### config.mk
export PLATFORM = sky130hd
export DESIGN_NAME = router_sync_n_flat
export DESIGN_NICKNAME = d
export VERILOG_FILES = /design/src/rtl/router_sync_n_if.sv /design/src/rtl/router_sync_n.sv /design/src/flat_wrapper.sv
export SDC_FILE = /design/constraint.sdc
export NUM_CORES = 1
export LEC_CHECK = 0
export ABC_AREA = 1
export BUFFER_PORTS_ARGS = -buffer_cell sky130_fd_sc_hd__buf_2
export CAP_MARGIN = 20
export CORE_MARGIN = 3
export CORE_UTILIZATION = 58
export CTS_BUF_LIST = sky130_fd_sc_hd__clkbuf_2 sky130_fd_sc_hd__clkbuf_4 sky130_fd_sc_hd__clkbuf_8
export DETAILED_ROUTE_END_ITERATION = 10
export GPL_ROUTABILITY_DRIVEN = 0
export PLACE_DENSITY = 0.86
export SETUP_SLACK_MARGIN = 0.1
export SLEW_MARGIN = 40
export SYNTH_ARGS = -nofsm -noshare
export SYNTH_HDL_FRONTEND = slang
export SYNTH_SLANG_ARGS = --single-unit
### constraint.sdc
create_clock -name clock -period 3.1 [get_ports clock]
set_input_delay 0.155 -clock clock [delete_from_list [all_inputs] [get_ports clock]]
set_output_delay 0.155 -clock clock [all_outputs]
set_load 0.01 [all_outputs]
### src/rtl/router_sync_n_if.sv
// rtl/router_sync_n_if.sv - Interface between the router FSM/FIFO side and router_sync_n
interface router_sync_n_if #(
    parameter int NUM_PORTS = 3,
    parameter int ADDR_W    = 2
);
    logic [ADDR_W-1:0]    data_in;
    logic                 detect_add;
    logic                 write_enb_reg;
    logic [NUM_PORTS-1:0] full;
    logic [NUM_PORTS-1:0] empty;
    logic [NUM_PORTS-1:0] read_enb;
    logic                 timeout_en;
    logic [NUM_PORTS-1:0] write_enb;
    logic                 fifo_full;
    logic [NUM_PORTS-1:0] vld_out;
    logic [NUM_PORTS-1:0] soft_reset;
    logic                 addr_err;

    modport master (
        output data_in, detect_add, write_enb_reg, full, empty, read_enb, timeout_en,
        input  write_enb, fifo_full, vld_out, soft_reset, addr_err
    );

    modport slave (
        input  data_in, detect_add, write_enb_reg, full, empty, read_enb, timeout_en,
        output write_enb, fifo_full, vld_out, soft_reset, addr_err
    );
endinterface

### src/rtl/router_sync_n.sv
// rtl/router_sync_n.sv - Router synchronizer: address latch, write steering, per-port stall watchdog
module router_sync_n #(
    parameter int NUM_PORTS = 3,
    parameter int ADDR_W    = 2,
    parameter int TIMEOUT   = 30
) (
    input  logic            clock,
    input  logic            reset,
    router_sync_n_if.slave  bus
);
    localparam int               CNT_W    = $clog2(TIMEOUT + 1);
    localparam logic [CNT_W-1:0] LP_LAST  = CNT_W'(TIMEOUT - 1);
    localparam logic [ADDR_W:0]  LP_PORTS = (ADDR_W + 1)'(NUM_PORTS);

    logic [ADDR_W-1:0]    r_addr_q;
    logic                 r_addr_vld_q;
    logic                 r_addr_err;
    logic [CNT_W-1:0]     r_cnt [NUM_PORTS];
    logic [NUM_PORTS-1:0] r_soft_reset;

    logic [NUM_PORTS-1:0] w_dec;
    logic                 w_sel_ok;
    logic [NUM_PORTS-1:0] w_vld;
    logic [NUM_PORTS-1:0] w_stall;

    always_ff @(posedge clock or posedge reset) begin
        if (reset) begin
            r_addr_q     <= '0;
            r_addr_vld_q <= 1'b0;
            r_addr_err   <= 1'b0;
        end else if (bus.detect_add) begin
            r_addr_q     <= bus.data_in;
            r_addr_vld_q <= 1'b1;
            r_addr_err   <= ({1'b0, bus.data_in} >= LP_PORTS);
        end
    end

    // Decode only the legal port indices; out-of-range addresses decode to all zero.
    for (genvar g = 0; g < NUM_PORTS; g++) begin : g_dec
        assign w_dec[g] = (r_addr_q == ADDR_W'(g));
    end

    assign w_sel_ok      = r_addr_vld_q && !r_addr_err;
    assign bus.write_enb = (w_sel_ok && bus.write_enb_reg) ? w_dec : '0;
    assign bus.fifo_full = w_sel_ok && |(w_dec & bus.full);
    assign bus.addr_err  = r_addr_err;

    assign w_vld       = ~bus.empty;
    assign bus.vld_out = w_vld;
    assign w_stall     = w_vld & ~bus.read_enb & {NUM_PORTS{bus.timeout_en}};

    // Any non-stall edge restarts the count, so a pulse needs TIMEOUT consecutive stalls.
    always_ff @(posedge clock or posedge reset) begin
        if (reset) begin
            for (int i = 0; i < NUM_PORTS; i++) begin
                r_cnt[i] <= '0;
            end
            r_soft_reset <= '0;
        end else begin
            for (int i = 0; i < NUM_PORTS; i++) begin
                if (!w_stall[i]) begin
                    r_cnt[i]        <= '0;
                    r_soft_reset[i] <= 1'b0;
                end else if (r_cnt[i] == LP_LAST) begin
                    r_cnt[i]        <= '0;
                    r_soft_reset[i] <= 1'b1;
                end else begin
                    r_cnt[i]        <= r_cnt[i] + 1'b1;
                    r_soft_reset[i] <= 1'b0;
                end
            end
        end
    end

    assign bus.soft_reset = r_soft_reset;
endmodule
### src/flat_wrapper.sv
// flat-port wrapper written by rule: the top's interface ports become plain ports
module router_sync_n_flat 
#(
    parameter int NUM_PORTS = 3,
    parameter int ADDR_W    = 2,
    parameter int TIMEOUT   = 30
)
  (clock, reset, bus_data_in, bus_detect_add, bus_write_enb_reg, bus_full, bus_empty, bus_read_enb, bus_timeout_en, bus_write_enb, bus_fifo_full, bus_vld_out, bus_soft_reset, bus_addr_err);
  router_sync_n_if #(.NUM_PORTS(NUM_PORTS), .ADDR_W(ADDR_W)) bus_i ();
  input  logic clock;
  input  logic reset;
  input wire logic [$bits(bus_i.data_in)-1:0] bus_data_in;
  input wire logic [$bits(bus_i.detect_add)-1:0] bus_detect_add;
  input wire logic [$bits(bus_i.write_enb_reg)-1:0] bus_write_enb_reg;
  input wire logic [$bits(bus_i.full)-1:0] bus_full;
  input wire logic [$bits(bus_i.empty)-1:0] bus_empty;
  input wire logic [$bits(bus_i.read_enb)-1:0] bus_read_enb;
  input wire logic [$bits(bus_i.timeout_en)-1:0] bus_timeout_en;
  output wire logic [$bits(bus_i.write_enb)-1:0] bus_write_enb;
  output wire logic [$bits(bus_i.fifo_full)-1:0] bus_fifo_full;
  output wire logic [$bits(bus_i.vld_out)-1:0] bus_vld_out;
  output wire logic [$bits(bus_i.soft_reset)-1:0] bus_soft_reset;
  output wire logic [$bits(bus_i.addr_err)-1:0] bus_addr_err;
  assign bus_i.data_in = bus_data_in;
  assign bus_i.detect_add = bus_detect_add;
  assign bus_i.write_enb_reg = bus_write_enb_reg;
  assign bus_i.full = bus_full;
  assign bus_i.empty = bus_empty;
  assign bus_i.read_enb = bus_read_enb;
  assign bus_i.timeout_en = bus_timeout_en;
  assign bus_write_enb = bus_i.write_enb;
  assign bus_fifo_full = bus_i.fifo_full;
  assign bus_vld_out = bus_i.vld_out;
  assign bus_soft_reset = bus_i.soft_reset;
  assign bus_addr_err = bus_i.addr_err;
  router_sync_n #(.NUM_PORTS(NUM_PORTS), .ADDR_W(ADDR_W), .TIMEOUT(TIMEOUT)) u_core (.clock(clock), .reset(reset), .bus(bus_i));
endmodule
# == Word-level counts from Yosys, hierarchy flattened ==
# Index checks and enable logic that the tools add are counted.
# totals
wordCells,40
input_bits,16
ff_bits,22
output_inout_bits,11
# op_classes
order_cmp,1
n_mux,13
n_bitwise,5
eq_ne,5
reduce_logical,6
addsub,3
# ops
operator,n
2-to-1 mux 5 bit,6
adder 5 x 1 -> 5 bit (second input constant),3
equality test 5 bit (second input constant),3
bitwise AND 3 bit,3
2-to-1 mux 1 bit,6
inverter 3 bit,2
logical AND 1 bit,3
2-to-1 mux 3 bit,1
OR reduction 3 bit,1
equality test 2 x 1 -> 1 bit (second input constant),1
equality test 2 bit (second input constant),1
>= comparator 2 bit (second input constant),1
logical NOT 2 bit,1
logical NOT 1 bit,1

# == Depth between registers and ports, before layout ==
# logic_depth
ltp_word,4
depth_mapped,7

# == Worst setup path before layout ==
# Ideal clock, no wire load.
# synth_path
kind,register to output
from,"register u_core.r_addr_err, in the netlist u_core.bus.addr_err"
to,output bus_write_enb[0]
slack_ns,2.052
path_buffers,0
t_required_ns,2.945
stages_incl_launch_ff,4
arrival_time_ns,0.893
path_cell_list,dfrtp_1 > nor2_1 > nand2_1 > nor3_1
# synth_between
elab_chain_len,4
# synth_lines
item,line_no,text
start: declaration,router_sync_n.sv:17,logic r_addr_err;
start signal: assignment,router_sync_n.sv:34,"r_addr_err <= ({1'b0, bus.data_in} >= LP_PORTS);"
logical NOT 1 bit,router_sync_n.sv:43,assign w_sel_ok = r_addr_vld_q && !r_addr_err;
logical AND 1 bit,router_sync_n.sv:43,
logical AND 1 bit,router_sync_n.sv:44,assign bus.write_enb = (w_sel_ok && bus.write_enb_reg) ? w_dec : '0;
2-to-1 mux 3 bit,router_sync_n.sv:44,
end: declaration,flat_wrapper.sv:19,output wire logic [$bits(bus_i.write_enb)-1:0] bus_write_enb;
# No other way between the ends.

# == Worst setup path after layout ==
# layout_path
from,"register u_core.r_addr_err, in the netlist u_core.bus.addr_err"
to,output bus_write_enb[2]
# The elaborated chain is that of the path after synthesis.

==> run_results.csv <==
group,metric,value,unit
placed_design,io_buf_count,26,
cts,post_cts_resized,0,
global_route,first_global_vias,1017,
global_route,grt_max_degree,23,
sta,max_clock_freq,0.672,GHz
floorplan,die_width,49.9,microns
pwr,peakVddDrop,0.000289,V
pwr,pwr-share-seq,57.9,%
floorplan,core_region_area,1760,sq um
cts,worst_setup_hold_path_clk_slew,0.12,ns
final_layout,num_antenna_cells,0,
pwr,power.share.switching,25.1,%
routing,drtAntennaViolNets,0,
sta,finalCritPeriodShare,48.0,%
sta,final-hold-violation-count,0,
routing,initialDrtViolationCount,27,
final_layout,fin_area,1340,sq um
pwr,power_share_of_the_clock_group,31.1,%
final_layout,final_cells,188,
critical_path,worstPathArrival,1.33,ns
final_layout,nNetsFinal,186,
pwr,design_power_total,515,uW
status,status,"finished clean",
sta,min_period,1.49,ns
sta,worst_case_clock_skew,0.00382,ns
floorplan,dieArea,2490,sq um
sta,tightest_slew,0.451,ns
pwr,cellPowerDensity,385,nW/um^2
synthesis,yosysUniqueCellTypes,15,
placed_design,place.detailed.hpwl,1830,microns
placed_design,post-place-cells,182,
global_route,globalRoute.totalOverflow,0,
floorplan,initial_core_util,63.4,%
sta,finalMaxSlewViolations,0,
synthesis,syn_avg_cell_area,8.54,sq um
sta,worst_relative_slew_slack,69.9,%
synthesis,ys_seq_elements,22,
pwr,p_int,386,uW
cts,h_tree_levels,1,
routing,drt-wirelength-per-cell,13.4,microns
global_route,antenna_found_initial,0,
synthesis,cell_count_after_synthesis,131,
routing,route.final.wire_length,2520,microns
cts,ctsLongestPathBuffers,2,
final_layout,area_growth,19.5,%
floorplan,rows,15,
sta,final-setup-viol-count,0,
cts,insertion_delay,0.32,ns
floorplan,top_level_ports,27,
final_layout,drive_above_1_share,28.8,%
critical_path,worstPathRequired,2.94,ns
cts,cts.repair_timing.setup_buffer_count,0,
synthesis,synth-seq-area-share,49.2,%
pwr,power.share.combinational,11.0,%
worst_hold_path,timing.hold.worst.class,"in -> reg",
synthesis,total_number_of_yosys_warnings,0,
final_layout,finalCoreUtilization,75.7,%
routing,num_vias,953,
critical_path,critPathCaptureType,"output port",
final_layout,layout.cells.most_common,"sky130_fd_sc_hd__buf_2",
floorplan,y_dimension_of_the_die,49.9,microns
placed_design,dpl_cell_area,1280,sq um
critical_path,worstSetupPathType,"reg -> out",
cts,cts-buffers-inserted,3,
routing,drt_drc_violations_left,0,
routing,drtPass1Iterations,4,
run,drv.max_cap_violation_count,0,
sta,setup_repair_after_global_routing_missed_its_margin,"false",
synthesis,synthesis.area,1120,sq um
synthesis,synth_nets,153,
global_route,grt_pass1_wl,4280,microns
routing,avgViaCountPerCell,5.07,
cts,root_buffer,"sky130_fd_sc_hd__clkbuf_4",
pwr,total_switching_power,129,uW
critical_path,worst_setup_path_start_kind,"flop",
cts,hold_buffers,1,
final_layout,most_frequent_cells_in_the_layout,"sky130_fd_sc_hd__buf_2, sky130_fd_sc_hd__inv_1, sky130_fd_sc_hd__dfrtp_1",
sta,fin_setup_tns,0,ns
critical_path,timing.critical_path.fanout_max,3,
pwr,p_leak,0.726,nW
cts,cts_tree,"yes",
global_route,global_route_usage_over_all_layers,23.5,%
cts,clock_tree_sinks,22,
sequential cells by signal, summed over array words and instances (netlist names):
name	cells
u_core.r_addr_q	2
u_core.bus.addr_err	1
u_core.r_cnt	15
u_core.r_addr_vld_q	1
u_core.bus.soft_reset	3
worst max-delay path, cell delays in order, from the launching register on:
cell                      delay (ns)
sky130_fd_sc_hd__dfrtp_1        0.41
sky130_fd_sc_hd__nor2_1         0.18
sky130_fd_sc_hd__nand2_1        0.12
sky130_fd_sc_hd__nor3_1         0.16
sky130_fd_sc_hd__buf_2          0.16
cells by family after synthesis:
kind of cell	count (synthesis)	synth area share [%]
xor+xnor	3	2.35
fa+ha+maj	6	6.71
compound gates	6	3.69
simple gates	68	29.3
flops	22	49.2
buf+inv	26	8.72
power by group through the flow:
stage                     Combinational, mW  Clock (mW)  Sequential [mW]
after floorplan                      0.0273           0            0.303
after global placement               0.0500           0            0.303
after detailed placement             0.0533           0            0.303
after CTS                            0.0554       0.163            0.298
after global routing                 0.0641       0.175            0.299
final                                0.0568       0.160            0.298
metal layers:
layer  vias to the layer above  wire length, microns  GRT usage, %  part of all wire, %
li1                        468                     -             -                    -
met5                         -                     0             0                    0
met4                         0                   121          16.1                  4.8
met3                        11                    75          4.23                  3.0
met2                        23                  1390          44.9                   55
met1                       451                   940          22.0                   37
synthesized netlist by cell type, drive strengths merged:
library cell	n	share of area (%)
nor2	19	7.0
nand3	14	6.3
o21ai	3	1.3
nor3	6	4.0
dfrtp	22	49
a21oi	3	2.3
xnor2	3	2.3
nand4	3	1.7
inv	26	8.7
ha	6	6.7
nand2	25	9.7
or2	1	0.56
path summary, 6_finish.rpt:
kind                                                 start                            endpoint  slack, ns  cells past startpoint
max in group asynchronous                            reset     u_core.r_addr_vld_q$_DFFE_PP0P_       2.36                      3
max                        u_core.bus.addr_err$_DFFE_PP0P_                    bus_write_enb[2]       1.61                      4
min                                           bus_empty[2]  u_core.bus.soft_reset[2]$_DFF_PP0_       0.02                      2
min in group asynchronous                            reset           u_core.r_cnt[4]$_DFF_PP0_       0.43                      3
min reg2reg                u_core.r_addr_vld_q$_DFFE_PP0P_     u_core.r_addr_vld_q$_DFFE_PP0P_       0.48                      1
max reg2reg                      u_core.r_cnt[1]$_DFF_PP0_           u_core.r_cnt[0]$_DFF_PP0_       1.94                      7
through the flow:
step           hold slack [ns]  setup WS, ns
2_1_floorplan            0.144          2.05
3_3_place_gp             0.340          2.03
3_5_place_dp             0.345          1.96
4_1_cts                0.00250          1.60
5_1_grt                 0.0157          1.50
6_report                0.0205          1.61
layout make-up:
cell class	count	area, sq um
inverters	26	97.6
clock buffers	4	36.3
flip-flops and latches	22	551
repair buffers	28	150
well taps	25	31.3
fillers	148	428
multi-input cells	83	470
Note: power is estimated with default switching activity, not from simulation.
